[src/rtl/bin2bcd_seq_pkg.sv]
`default_nettype none
// ============================================================================
//  Module      : seg7_pkg
//  Description : Shared types and constants for the binary-to-BCD converter
//                feeding the 7-segment display path.
//  Revision    : 1.0 - initial release
// ============================================================================
package seg7_pkg;

  // Width of one packed decimal digit
  localparam int BCD_DIGIT_W = 4;

  // Largest legal decimal digit, used to saturate on overflow
  localparam logic [BCD_DIGIT_W-1:0] BCD_NINE = 4'd9;

  // Double-dabble correction: digits at or above 5 get 3 added before a shift
  localparam logic [BCD_DIGIT_W-1:0] BCD_ADD_THRESH = 4'd5;
  localparam logic [BCD_DIGIT_W-1:0] BCD_ADD_OFFSET = 4'd3;

  // Converter control states
  typedef enum logic [1:0] {
    IDLE  = 2'd0,
    SHIFT = 2'd1,
    DONE  = 2'd2
  } state_t;

  // Number of bits needed to hold any value in 0..max_value
  function automatic int count_bits(input int max_value);
    int w;
    w = 1;
    while ((1 << w) <= max_value) begin
      w++;
    end
    return w;
  endfunction

endpackage
`default_nettype wire

[src/rtl/bin2bcd_seq_if.sv]
`default_nettype none
// ============================================================================
//  Module      : bin2bcd_seq_if
//  Description : Request/result bundle between a binary producer and the
//                sequential binary-to-BCD converter.
//  Revision    : 1.0 - initial release
// ============================================================================
interface bin2bcd_seq_if
  import seg7_pkg::*;
#(
  parameter int WIDTH  = 10,
  parameter int DIGITS = 3
);

  logic                            start;
  logic [WIDTH-1:0]                bin;
  logic                            ready;
  logic                            done;
  logic [BCD_DIGIT_W*DIGITS-1:0]   bcd;
  logic                            overflow;

  // Producer side: issues requests and observes results
  modport master (
    output start,
    output bin,
    input  ready,
    input  done,
    input  bcd,
    input  overflow
  );

  // Converter side
  modport slave (
    input  start,
    input  bin,
    output ready,
    output done,
    output bcd,
    output overflow
  );

endinterface
`default_nettype wire

[src/rtl/bin2bcd_seq_add3.sv]
`default_nettype none
// ============================================================================
//  Module      : bcd_add3
//  Description : Single-digit double-dabble correction: adds 3 to a BCD
//                digit that is 5 or more so the following shift carries
//                correctly into the next decimal digit.
//  Revision    : 1.0 - initial release
// ============================================================================
module bcd_add3
  import seg7_pkg::*;
(
  input  wire logic [BCD_DIGIT_W-1:0] din,
  output      logic [BCD_DIGIT_W-1:0] dout
);

  // Conditional +3 correction
  always_comb begin
    dout = din;
    if (din >= BCD_ADD_THRESH) begin
      dout = din + BCD_ADD_OFFSET;
    end
  end

endmodule
`default_nettype wire

[src/rtl/bin2bcd_seq.sv]
`default_nettype none
// ============================================================================
//  Module      : bin2bcd_seq
//  Description : Sequential shift-and-add-3 binary-to-BCD converter. Converts
//                one input bit per clock, holds the last result for the
//                display and saturates to all nines when the value does not
//                fit in DIGITS decimal digits.
//  Revision    : 1.0 - initial release
// ============================================================================
module bin2bcd_seq
  import seg7_pkg::*;
#(
  parameter int WIDTH  = 10,
  parameter int DIGITS = 3
)(
  input  wire logic   clk,
  input  wire logic   resetn,
  bin2bcd_seq_if.slave bus
);

  // Scratch keeps one extra digit above the visible ones to detect overflow
  localparam int SCR_W = BCD_DIGIT_W * (DIGITS + 1);
  localparam int OUT_W = BCD_DIGIT_W * DIGITS;
  localparam int CNT_W = count_bits(WIDTH);
  localparam logic [CNT_W-1:0] CNT_ONE  = CNT_W'(1);
  localparam logic [CNT_W-1:0] CNT_LOAD = CNT_W'(WIDTH);

  // The extra scratch digit can only absorb a limited number of input bits
  if (WIDTH > 3 * (DIGITS + 1)) begin : g_param_check
    $error("bin2bcd_seq: WIDTH=%0d exceeds 3*(DIGITS+1) for DIGITS=%0d", WIDTH, DIGITS);
  end

  state_t             r_state;
  state_t             w_state_next;
  logic               w_load;
  logic               w_shift;
  logic               w_finish;

  logic [SCR_W-1:0]   r_scratch;
  logic [SCR_W-1:0]   w_scratch_adj;
  logic [WIDTH-1:0]   r_binreg;
  logic [CNT_W-1:0]   r_cnt;
  logic               r_lost;
  logic               w_over;

  logic               r_ready;
  logic               r_done;
  logic [OUT_W-1:0]   r_bcd;
  logic               r_overflow;

  // One +3 corrector per scratch digit, including the overflow digit
  for (genvar gi = 0; gi <= DIGITS; gi++) begin : g_add3
    bcd_add3 u_add3 (
      .din  (r_scratch[gi*BCD_DIGIT_W +: BCD_DIGIT_W]),
      .dout (w_scratch_adj[gi*BCD_DIGIT_W +: BCD_DIGIT_W])
    );
  end

  // State register
  always_ff @(posedge clk or negedge resetn) begin
    if (!resetn) begin
      r_state <= IDLE;
    end else begin
      r_state <= w_state_next;
    end
  end

  // Next-state and datapath control decode
  always_comb begin
    w_state_next = r_state;
    w_load       = 1'b0;
    w_shift      = 1'b0;
    w_finish     = 1'b0;
    case (r_state)
      IDLE: begin
        if (bus.start) begin
          w_load       = 1'b1;
          w_state_next = SHIFT;
        end
      end
      SHIFT: begin
        w_shift = 1'b1;
        // The shift taken with the counter at one is the last input bit
        if (r_cnt == CNT_ONE) begin
          w_state_next = DONE;
        end
      end
      DONE: begin
        w_finish     = 1'b1;
        w_state_next = IDLE;
      end
      default: begin
        w_state_next = IDLE;
      end
    endcase
  end

  // Shift register, scratch digits and bit counter
  always_ff @(posedge clk or negedge resetn) begin
    if (!resetn) begin
      r_scratch <= '0;
      r_binreg  <= '0;
      r_cnt     <= '0;
      r_lost    <= 1'b0;
    end else if (w_load) begin
      r_scratch <= '0;
      r_binreg  <= bus.bin;
      r_cnt     <= CNT_LOAD;
      r_lost    <= 1'b0;
    end else if (w_shift) begin
      // Binary MSB enters the units digit; a bit leaving the top is remembered
      r_scratch <= {w_scratch_adj[SCR_W-2:0], r_binreg[WIDTH-1]};
      r_binreg  <= r_binreg << 1;
      r_cnt     <= r_cnt - CNT_ONE;
      r_lost    <= r_lost | w_scratch_adj[SCR_W-1];
    end
  end

  // Value does not fit when anything reached the extra digit or beyond
  assign w_over = r_lost | (r_scratch[SCR_W-1 -: BCD_DIGIT_W] != '0);

  // Registered outputs; the result holds between conversions
  always_ff @(posedge clk or negedge resetn) begin
    if (!resetn) begin
      r_ready    <= 1'b1;
      r_done     <= 1'b0;
      r_bcd      <= '0;
      r_overflow <= 1'b0;
    end else begin
      r_ready <= (w_state_next == IDLE);
      r_done  <= w_finish;
      if (w_finish) begin
        r_overflow <= w_over;
        r_bcd      <= w_over ? {DIGITS{BCD_NINE}} : r_scratch[OUT_W-1:0];
      end
    end
  end

  assign bus.ready    = r_ready;
  assign bus.done     = r_done;
  assign bus.bcd      = r_bcd;
  assign bus.overflow = r_overflow;

endmodule
`default_nettype wire

[src/flat_wrapper.sv]
// flat-port wrapper written by rule: the top's interface ports become plain ports
module bin2bcd_seq_flat import seg7_pkg::*;
#(
  parameter int WIDTH  = 10,
  parameter int DIGITS = 3
)
  (clk, resetn, bus_start, bus_bin, bus_ready, bus_done, bus_bcd, bus_overflow);
  bin2bcd_seq_if #(.WIDTH(WIDTH), .DIGITS(DIGITS)) bus_i ();
  input  wire logic clk;
  input  wire logic resetn;
  input wire logic [$bits(bus_i.start)-1:0] bus_start;
  input wire logic [$bits(bus_i.bin)-1:0] bus_bin;
  output wire logic [$bits(bus_i.ready)-1:0] bus_ready;
  output wire logic [$bits(bus_i.done)-1:0] bus_done;
  output wire logic [$bits(bus_i.bcd)-1:0] bus_bcd;
  output wire logic [$bits(bus_i.overflow)-1:0] bus_overflow;
  assign bus_i.start = bus_start;
  assign bus_i.bin = bus_bin;
  assign bus_ready = bus_i.ready;
  assign bus_done = bus_i.done;
  assign bus_bcd = bus_i.bcd;
  assign bus_overflow = bus_i.overflow;
  bin2bcd_seq #(.WIDTH(WIDTH), .DIGITS(DIGITS)) u_core (.clk(clk), .resetn(resetn), .bus(bus_i));
endmodule
[config.mk]
export PLATFORM = sky130hd
export DESIGN_NAME = bin2bcd_seq_flat
export DESIGN_NICKNAME = d
export VERILOG_FILES = /design/src/rtl/bin2bcd_seq_pkg.sv /design/src/rtl/bin2bcd_seq_if.sv /design/src/rtl/bin2bcd_seq_add3.sv /design/src/rtl/bin2bcd_seq.sv /design/src/flat_wrapper.sv
export SDC_FILE = /design/constraint.sdc
export NUM_CORES = 1
export LEC_CHECK = 0
export BUFFER_PORTS_ARGS = -buffer_cell sky130_fd_sc_hd__buf_2
export CAP_MARGIN = 20
export CORE_ASPECT_RATIO = 1.75
export CORE_MARGIN = 2
export CORE_UTILIZATION = 50
export CTS_BUF_LIST = sky130_fd_sc_hd__clkbuf_4 sky130_fd_sc_hd__clkbuf_8
export DETAILED_ROUTE_END_ITERATION = 10
export PLACE_DENSITY_LB_ADDON = 0.3
export REMOVE_ABC_BUFFERS = 1
export SYNTH_ARGS = -nofsm -noshare
export SYNTH_HDL_FRONTEND = slang
export SYNTH_HIERARCHICAL = 1
export SYNTH_SLANG_ARGS = --single-unit
[constraint.sdc]
create_clock -name clk -period 3.5 [get_ports clk]
set_input_delay 0.7 -clock clk [delete_from_list [all_inputs] [get_ports clk]]
set_output_delay 0.7 -clock clk [all_outputs]
set_load 0.01 [all_outputs]
==> flow_summary.yaml, run 1 <==
run_status:
  status: "finished, final reports clean"
logic_synthesis:
  synth_seq_cells: 48
  async_flop_share_pct: 100
  synth_warnings: 6
  ys.flop_type: "dfrtp_1"
  synth_edf_count: 0
  synthCells: 241
  synth.distinct_cells: 30
  synth_area_per_cell_um2: 9.83
  syn-cell-area_um2: 2370
  yosysSeqAreaShare_pct: 50.7
clocking:
  htreeDepth: 2
  clk_pin_slew_ns: 0.08
  cts_root_buffer: "clkbuf_8"
  holdBufCountCts: 0
  numCtsBuffers: 5
  cts_sinks: 48
  cts_max_path_buffers: 2
  cts_resized: 0
  cts_tree: "built"
  cts_setup_buffers: 0
  clock_latency_ns: 0.30
final_layout:
  final_cell_mix: "dfrtp_1, nand2_1, buf_2, nor2_1, o21ai_1"
  drive_above_1_share_pct: 17.7
  final_cells: 318
  utilization_pct: 58.1
  n_antenna_cell: 0
  area_growth_pct: 13.3
  nFillCells: 427
  mostFrequentLayoutCell: "dfrtp_1"
  num-nets-final: 288
critical_path:
  cp_slowest_cell: "o21bai_4"
  cp.arrival_ns: 1.90
  start_kind: "flop"
  crit_path_end_kind: "flop"
  required_ns: 3.66
  slowest_delay_ns: 0.69
  path_cells: "o21bai_4 -> nor2b_1 -> a311oi_2"
  cp_max_fo: 31
  path_class: "reg -> reg"
timing:
  hold_viol: 0
  setup_slack_ns: 1.76
  tightest_slew_ns: 0.715
  fmax_mhz: 575
  finalSetupViolations: 0
  relSlewSlack_pct: 52.2
  tns_ns: 0
  finClkSkew_ns: 0.00418
  report.final.slew_viol_count: 0
  min_period_ns: 1.74
  rsz0062_at_grt: "false"
  post-route-period-util_pct: 49.7
route:
  drtPass1Iterations: 5
  wl_um: 4350
  viasPerCell: 5.53
  wl_per_cell_um: 13.7
  drc: 0
  drt_iter0_drc: 25
  ant_nets: 0
  vias: 1757
power_and_ir_drop:
  p_per_area_nw_per_um2: 954
  ir_worst_vdd_mv: 0.571
  p_leak_uw: 0.00130
floorplan:
  die_height_um: 95.1
  core_area_um2: 4620
  initial_core_util_pct: 51.2
  io_pins: 28
  num_rows: 33
  fp.dieArea_um2: 5330
  fp.dieW_um: 56.0
global_routing:
  grt_overflow: 0
  grt_max_degree: 49
  grt_pass1_wl_um: 7720
  grt_util_all_layers_pct: 18.1
  grt_antenna_before_repair: 0
  grt_pass1_vias: 1753
flow_run:
  maxCapViolations: 0
placed_design:
  portBuffers: 27
  place_ws_ns: 1.64
  dp.cells: 309
  dpl.hpwl_um: 2980
  gp_congestion: 0.757
worst_hold_path:
  hold_path_class: "in -> async"
==> flip-flops by register name (all words and copies together) (netlist names) <==
| register | flops |
|---|---|
| u_core/r_state | 2 |
| u_core/r_lost | 1 |
| u_core/bus.bcd | 12 |
| u_core/r_scratch | 16 |
| u_core/bus.ready | 1 |
| u_core/r_cnt | 4 |
| u_core/bus.done | 1 |
| u_core/r_binreg | 10 |
| u_core/bus.overflow | 1 |
==> metal layers <==
layer | vias to the layer above | global-route usage (%) | part of all wire [%]
met1 | 852 | 21.0 | 44
met4 | 0 | 5.95 | 1.3
met5 | - | 0 | 0
met2 | 37 | 33.6 | 51
met3 | 6 | 2.99 | 3.6
li1 | 862 | - | -
==> final timing paths <==
kind	slack, ns	startpoint	endpoint	depth (start not counted)
max	1.76	u_core/r_state[0]	u_core/r_cnt[3]	3
min	0.39	resetn	u_core/r_cnt[0]	1
max reg2reg	1.76	u_core/r_state[0]	u_core/r_cnt[3]	3
min reg2reg	0.48	u_core/bus.bcd[6]	u_core/bus.bcd[6]	2
max in group asynchronous	2.52	resetn	u_core/bus.ready	2
min in group clk	0.48	u_core/bus.bcd[6]	u_core/bus.bcd[6]	2
==> worst max-delay path: cells and delay by family (launching register included) <==
| kind | cells | cell delay (ns) |
|---|---|---|
| AO/OA/AOI/OAI | 2 | 0.75 |
| AND/OR/NAND/NOR | 1 | 0.24 |
| flip-flops | 1 | 0.60 |
==> cell type report <==
| type | count | area (um2) | area share [%] |
|---|---|---|---|
| Inverter | 12 | 45.0 | 1.68 |
| Clock buffer | 5 | 68.8 | 2.56 |
| Timing Repair Buffer | 29 | 170 | 6.34 |
| Sequential cell | 48 | 1200 | 44.8 |
| Tap cell | 52 | 65.1 | 2.42 |
| Multi-Input combinational cell | 169 | 1040 | 38.9 |
| Clock inverter | 3 | 90.1 | 3.36 |
==> power breakdown <==
part           switching [uW]  total [uW]  internal [uW]
registers                 239        1010            775
logic                     498        1010            510
clock network             183         540            357
total                     919        2560           1640
==> kinds of logic (layout without fill, tap and decap cells) <==
kind of cell	after synthesis	after routing	synth area share, %
simple gates	82	82	15.3
xor+xnor	4	4	1.48
fa+ha+maj	10	10	5.28
compound gates	68	68	19.9
buf+inv	24	49	5.23
flops	48	48	50.7
mux	5	5	2.16
==> synth_stat cells (6+ instances only) <==
cell type	instances	area share (%)
a22o_1	17	6.3
inv_1	11	1.7
dfrtp_1	47	50
nand2b_1	9	2.4
a22oi_1	10	3.2
ha_1	10	5.3
a21oi_1	8	1.7
nor2_1	20	3.2
buf_2	6	1.3
o21ai_1	18	3.8
nand2_1	43	6.8
o21ai_0	7	1.5
==> stage by stage <==
stage / power, uW / hold slack (ns) / area, um2
after floorplan: 1760 / 0.404 / 2290
after global placement: 2000 / 0.460 / 2500
after detailed placement: 2040 / 0.474 / 2500
after CTS: 2590 / 0.494 / 2660
after global routing: 2780 / 0.412 / 2690
final: 2560 / 0.389 / 2690
No activity file was read; power rests on OpenSTA's default activity.
==> run 2, diff against run 1 <==
Settings changed: ABC_AREA from default to 1.
Clock period 3.5 ns to 1.8 ns, I/O delays scaled along.
==> run 2 against run 1 <==
  * Sequential power grew 83%
  * Area after synthesis rose by 7.9%
  * Sequential share of layout area decreased by 2.5 points
  * Count of clock-buffer cells in the layout rose by 2
  * First-iteration DRC count up 130%
  * Critical path depth increased by 2
  * Critical endpoint is now u_core/bus.bcd[11]
  * Final area rose by 5.9%
==> flow_summary.yaml, run 2 <==
global_routing:
  grt_util_all_layers_pct: 20.1
  grt_antenna_before_repair: 0
  grt_max_degree: 29
  grt_overflow: 0
  grt_pass1_vias: 2051
  grt_pass1_wl_um: 8940
clocking:
  numCtsBuffers: 5
  cts_sinks: 48
  cts_tree: "built"
  cts_setup_buffers: 0
  htreeDepth: 2
  holdBufCountCts: 0
  clock_latency_ns: 0.30
  cts_resized: 0
  cts_root_buffer: "clkbuf_8"
  cts_max_path_buffers: 2
  clk_pin_slew_ns: 0.08
power_and_ir_drop:
  p_per_area_nw_per_um2: 1640
  p_leak_uw: 0.00151
  ir_worst_vdd_mv: 1.24
route:
  drc: 0
  drt_iter0_drc: 57
  wl_per_cell_um: 12.6
  dr_wl_met2_um: 2850
  viasPerCell: 5.05
  vias: 2086
  ant_nets: 0
  wl_um: 5210
  highest_layer: "met4"
  met1_length_um: 2080
  met3_length_um: 216
  drtPass1Iterations: 5
timing:
  rsz0062_at_grt: "false"
  relSlewSlack_pct: 60.2
  finClkSkew_ns: 0.00876
  min_period_ns: 1.43
  report.final.slew_viol_count: 0
  post-route-period-util_pct: 79.3
  whs_ns: 0.0580
  fmax_mhz: 701
  setup_slack_ns: 0.372
  hold_viol: 0
  finalSetupViolations: 0
  tightest_slew_ns: 0.598
  tns_ns: 0
critical_path:
  r2r_setup_slack_ns: 0.37
  required_ns: 1.97
  cp.arrival_ns: 1.60
  r2r_cells: 5
  cp_max_fo: 24
  crit_path_end_kind: "flop"
  r2r-start: "u_core/r_state[0]"
  path_class: "reg -> reg"
  start_kind: "flop"
  r2r_end: "u_core/bus.bcd[11]"
floorplan:
  fp.dieW_um: 58.1
  fp.dieArea_um2: 5730
  num_rows: 34
  die_height_um: 98.6
  core_area_um2: 4930
  initial_core_util_pct: 51.8
  io_pins: 28
final_layout:
  final_cell_mix: "nand2_1, dfrtp_1, inv_1, buf_2, nor2_1"
  n_antenna_cell: 0
  num-nets-final: 381
  top_register: "u_core/r_scratch"
  mostFrequentLayoutCell: "nand2_1"
  area_growth_pct: 11.2
  largest_reg_flops: 16
  post-route-cell-area_um2: 2840
  drive_above_1_share_pct: 20.3
placed_design:
  place_area_um2: 2750
  place_ws_ns: 0.363
  portBuffers: 27
  gp_congestion: 0.763
  dpl.hpwl_um: 3820
logic_synthesis:
  yosysSeqAreaShare_pct: 47.0
  async_flop_share_pct: 100
  synthCells: 326
  synth_area_per_cell_um2: 7.84
  syn-cell-area_um2: 2560
  synth_edf_count: 0
  synth_warnings: 6
  synth.area.top_cells: "dfrtp_1, nand2_1, ha_1, inv_1, o21ai_0"
  yosys-top-cells-count: "nand2_1, dfrtp_1, inv_1"
  ys.flop_type: "dfrtp_1"
  synth_seq_cells: 48
  synth_top_area_share_pct: 46.0
  yosysMostFrequentCell: "nand2_1"
  yosys.area.top_type: "dfrtp_1"
  synth.distinct_cells: 23
run_status:
  status: "finished, final reports clean"
flow_run:
  maxCapViolations: 0
worst_hold_path:
  hold_path_class: "in -> async"
==> run 2: report_power, final <==
group | switching (uW) | internal, uW | total (uW)
sequential | 353 | 1490 | 1850
clock | 357 | 328 | 685
combinational | 1350 | 790 | 2140
total | 2060 | 2610 | 4670
==> run 2: critical path: stages (launching register included) <==
cell	delay, ns
dfrtp_1	0.40
inv_2	0.08
nand2_2	0.34
inv_1	0.19
o21ai_2	0.19
nand2_1	0.09
==> run 2: stage by stage <==
step | utilization, % | power [uW] | instances
finish | 57.6 | 4670 | 413
global placement | 55.6 | 3970 | 405
detailed placement | 55.6 | 4020 | 405
global route | 57.6 | 5090 | 413
CTS | 57.6 | 4710 | 413
floorplan | - | 3400 | 319
==> run 2: cell type report <==
cell class / count / area (um2)
timing repair buffer: 32 / 173
inverter: 40 / 150
sequential: 48 / 1200
multi-input combinational: 231 / 1150
clock buffer: 7 / 90.1
fill: 480 / 2090
clock inverter: 1 / 7.51
tap: 54 / 67.6
==> run 2: worst max-delay path by stage <==
| stage | from | end | slack, ns |
|---|---|---|---|
| after global placement | u_core/r_state[0] | u_core/bus.overflow | 0.39 |
| final | u_core/r_state[0] | u_core/bus.bcd[11] | 0.37 |
| after global routing | u_core/r_state[0] | u_core/bus.bcd[8] | 0.24 |
| after floorplan | u_core/r_state[0] | u_core/r_scratch[10] | 0.54 |
| after detailed placement | u_core/r_state[0] | u_core/bus.bcd[0] | 0.36 |
| after CTS | u_core/r_state[0] | u_core/bus.bcd[11] | 0.34 |
==> run 2: logic make-up after synthesis <==
logic type | after synthesis | share of synthesized area [%]
and+or+nand+nor | 185 | 31.4
adders and majority gates | 10 | 4.89
buffers and inverters | 47 | 7.93
DFF | 48 | 47.0
xor gates and xnor gates | 1 | 0.343
AOI/OAI and AO/OA | 35 | 8.41
==> run 2: per-layer routing <==
layer  vias to the layer above  track usage, %
li1                       1062               -
met1                       970            22.3
met2                        50            36.7
met3                         4            3.81
met4                         0            7.69
met5                         -               0
==> run 3, diff against run 2 <==
Clock period 1.8 ns to 1.2 ns, I/O delays scaled along.
==> run 3 against run 2 <==
  * The run now ends with negative setup slack left
  * Power is 78% higher
  * Final area is 17% higher
  * Largest power group unchanged
  * Clock skew increased by 0.0022 ns
  * Critical path type unchanged
  * Hold slack better by 0.061 ns
  * Utilization increased by 9.6 points
  * Count of clock-buffer cells in the layout fell by 2
  * Non-clock buffer count is 30 higher
==> flow_summary.yaml, run 3 (same netlist as run 2, synthesis figures left out) <==
run_status:
  status: "complete, but fails checks"
  violations: "negative setup slack"
clocking:
  clock_latency_ns: 0.31
  htreeDepth: 2
  cts_tree: "built"
  cts_root_buffer: "clkbuf_8"
  clk_pin_slew_ns: 0.10
  numCtsBuffers: 5
  cts_sinks: 48
  cts_max_path_buffers: 2
route:
  wl_per_cell_um: 12.8
  wl_um: 5680
  drc: 0
  vias: 2241
  drtPass1Iterations: 4
  viasPerCell: 5.06
  drt_iter0_drc: 45
  ant_nets: 0
critical_path:
  cp-startpoint: "u_core/r_scratch[12]"
  r2r_cells: 8
  r2r-start: "u_core/r_scratch[12]"
  r2r_setup_slack_ns: -0.06
  cp-endpoint: "u_core/r_scratch[14]"
  cp_max_fo: 4
  cp.arrival_ns: 1.50
  path_class: "reg -> reg"
  start_kind: "flop"
  required_ns: 1.44
  r2r_end: "u_core/r_scratch[14]"
  crit_path_end_kind: "flop"
power_and_ir_drop:
  ir_worst_vdd_mv: 1.77
  p_leak_uw: 0.00169
  p_total_uw: 8320
  p_per_area_nw_per_um2: 2510
timing:
  whs_ns: 0.119
  setup_slack_ns: -0.0636
  relSlewSlack_pct: 79.0
  post-route-period-util_pct: 105
  finalSetupViolations: 18
  min_period_ns: 1.26
  rsz0062_at_grt: "true"
  report.final.slew_viol_count: 0
  fmax_mhz: 791
  finClkSkew_ns: 0.0109
  hold_viol: 0
  tightest_slew_ns: 0.315
final_layout:
  num-nets-final: 411
  nFillCells: 400
  post-route-cell-area_um2: 3320
  final_cell_mix: "nand2_1, dfrtp_1, buf_4, buf_2, inv_1"
  drive_above_1_share_pct: 37.3
  n_antenna_cell: 0
  largest_reg_flops: 16
  top_register: "u_core/r_scratch"
  mostFrequentLayoutCell: "nand2_1"
  final_cells: 443
  area_growth_pct: 29.7
floorplan:
  fp.dieW_um: 58.1
  num_rows: 34
  initial_core_util_pct: 51.8
  io_pins: 28
  fp.dieArea_um2: 5730
  core_area_um2: 4930
  die_height_um: 98.6
placed_design:
  place_area_um2: 2970
  place_ws_ns: -0.0905
  dp.cells: 428
  gp_congestion: 0.791
  portBuffers: 27
  dpl.hpwl_um: 4060
flow_run:
  maxCapViolations: 0
global_routing:
  grt_util_all_layers_pct: 21.7
  grt_max_degree: 21
  grt_pass1_wl_um: 9780
  grt_overflow: 0
  grt_antenna_before_repair: 0
  grt_pass1_vias: 2314
worst_hold_path:
  hold_path_class: "in -> reg"
  holdCritStartpoint: "bus_bin[0]"
run 3: worst min path at each step:
stage	slack (ns)	cells after the start	endpoint
2_1_floorplan	-0.06	0	u_core/bus.bcd[0]
6_report	0.12	3	u_core/r_binreg[0]
3_5_place_dp	0.14	1	u_core/r_scratch[15]
4_1_cts	0.12	3	u_core/r_binreg[0]
5_1_grt	0.13	3	u_core/r_binreg[0]
3_3_place_gp	0.14	1	u_core/r_scratch[15]
run 3: worst max-delay path, stage by stage (launching register included):
cell and delay [ns]:
dfrtp_1 0.44, ha_2 0.19, nand2_1 0.07, nand2_2 0.07, nor2_4 0.15, nand2_1 0.08, o21ai_2 0.06, nand2_1 0.06
o21ai_0 0.07
run 3: routing by layer:
layer | wire (um) | GRT usage, %
met5 | 0 | 0
met4 | 132 | 8.41
met3 | 202 | 3.41
met2 | 3100 | 39.6
met1 | 2240 | 24.4
run 3: cell type report:
cell class,count,area (um2),area share (%)
clock inverter,3,46.3,1.40
timing repair buffer,62,468,14.1
tap,54,67.6,2.04
inverter,40,150,4.53
sequential,48,1200,36.3
clock buffer,5,68.8,2.07
multi-input combinational,231,1310,39.5
run 3: where the power goes:
group | internal, uW | switching (uW) | total, uW
sequential | 2240 | 499 | 2740
combinational | 1930 | 2420 | 4350
clock | 628 | 592 | 1220
total | 4800 | 3520 | 8320
run 3: repair_timing:
item / 4_1_cts / 5_1_grt
endpoints found under the setup margin: 14 / 29
hold endpoints to repair: 6 / 0
pin swaps: 22 / 21
hold buffers: 1 / 0
setup buffers: 2 / 5
resized for setup: 29 / 34
run 3: through the flow:
step	util [%]	setup TNS, ns
6_report	67.2	-0.500
3_5_place_dp	60.1	-0.726
3_3_place_gp	60.1	-0.320
5_1_grt	67.2	-2.16
2_1_floorplan	-	-0.509
4_1_cts	64.4	-0.330
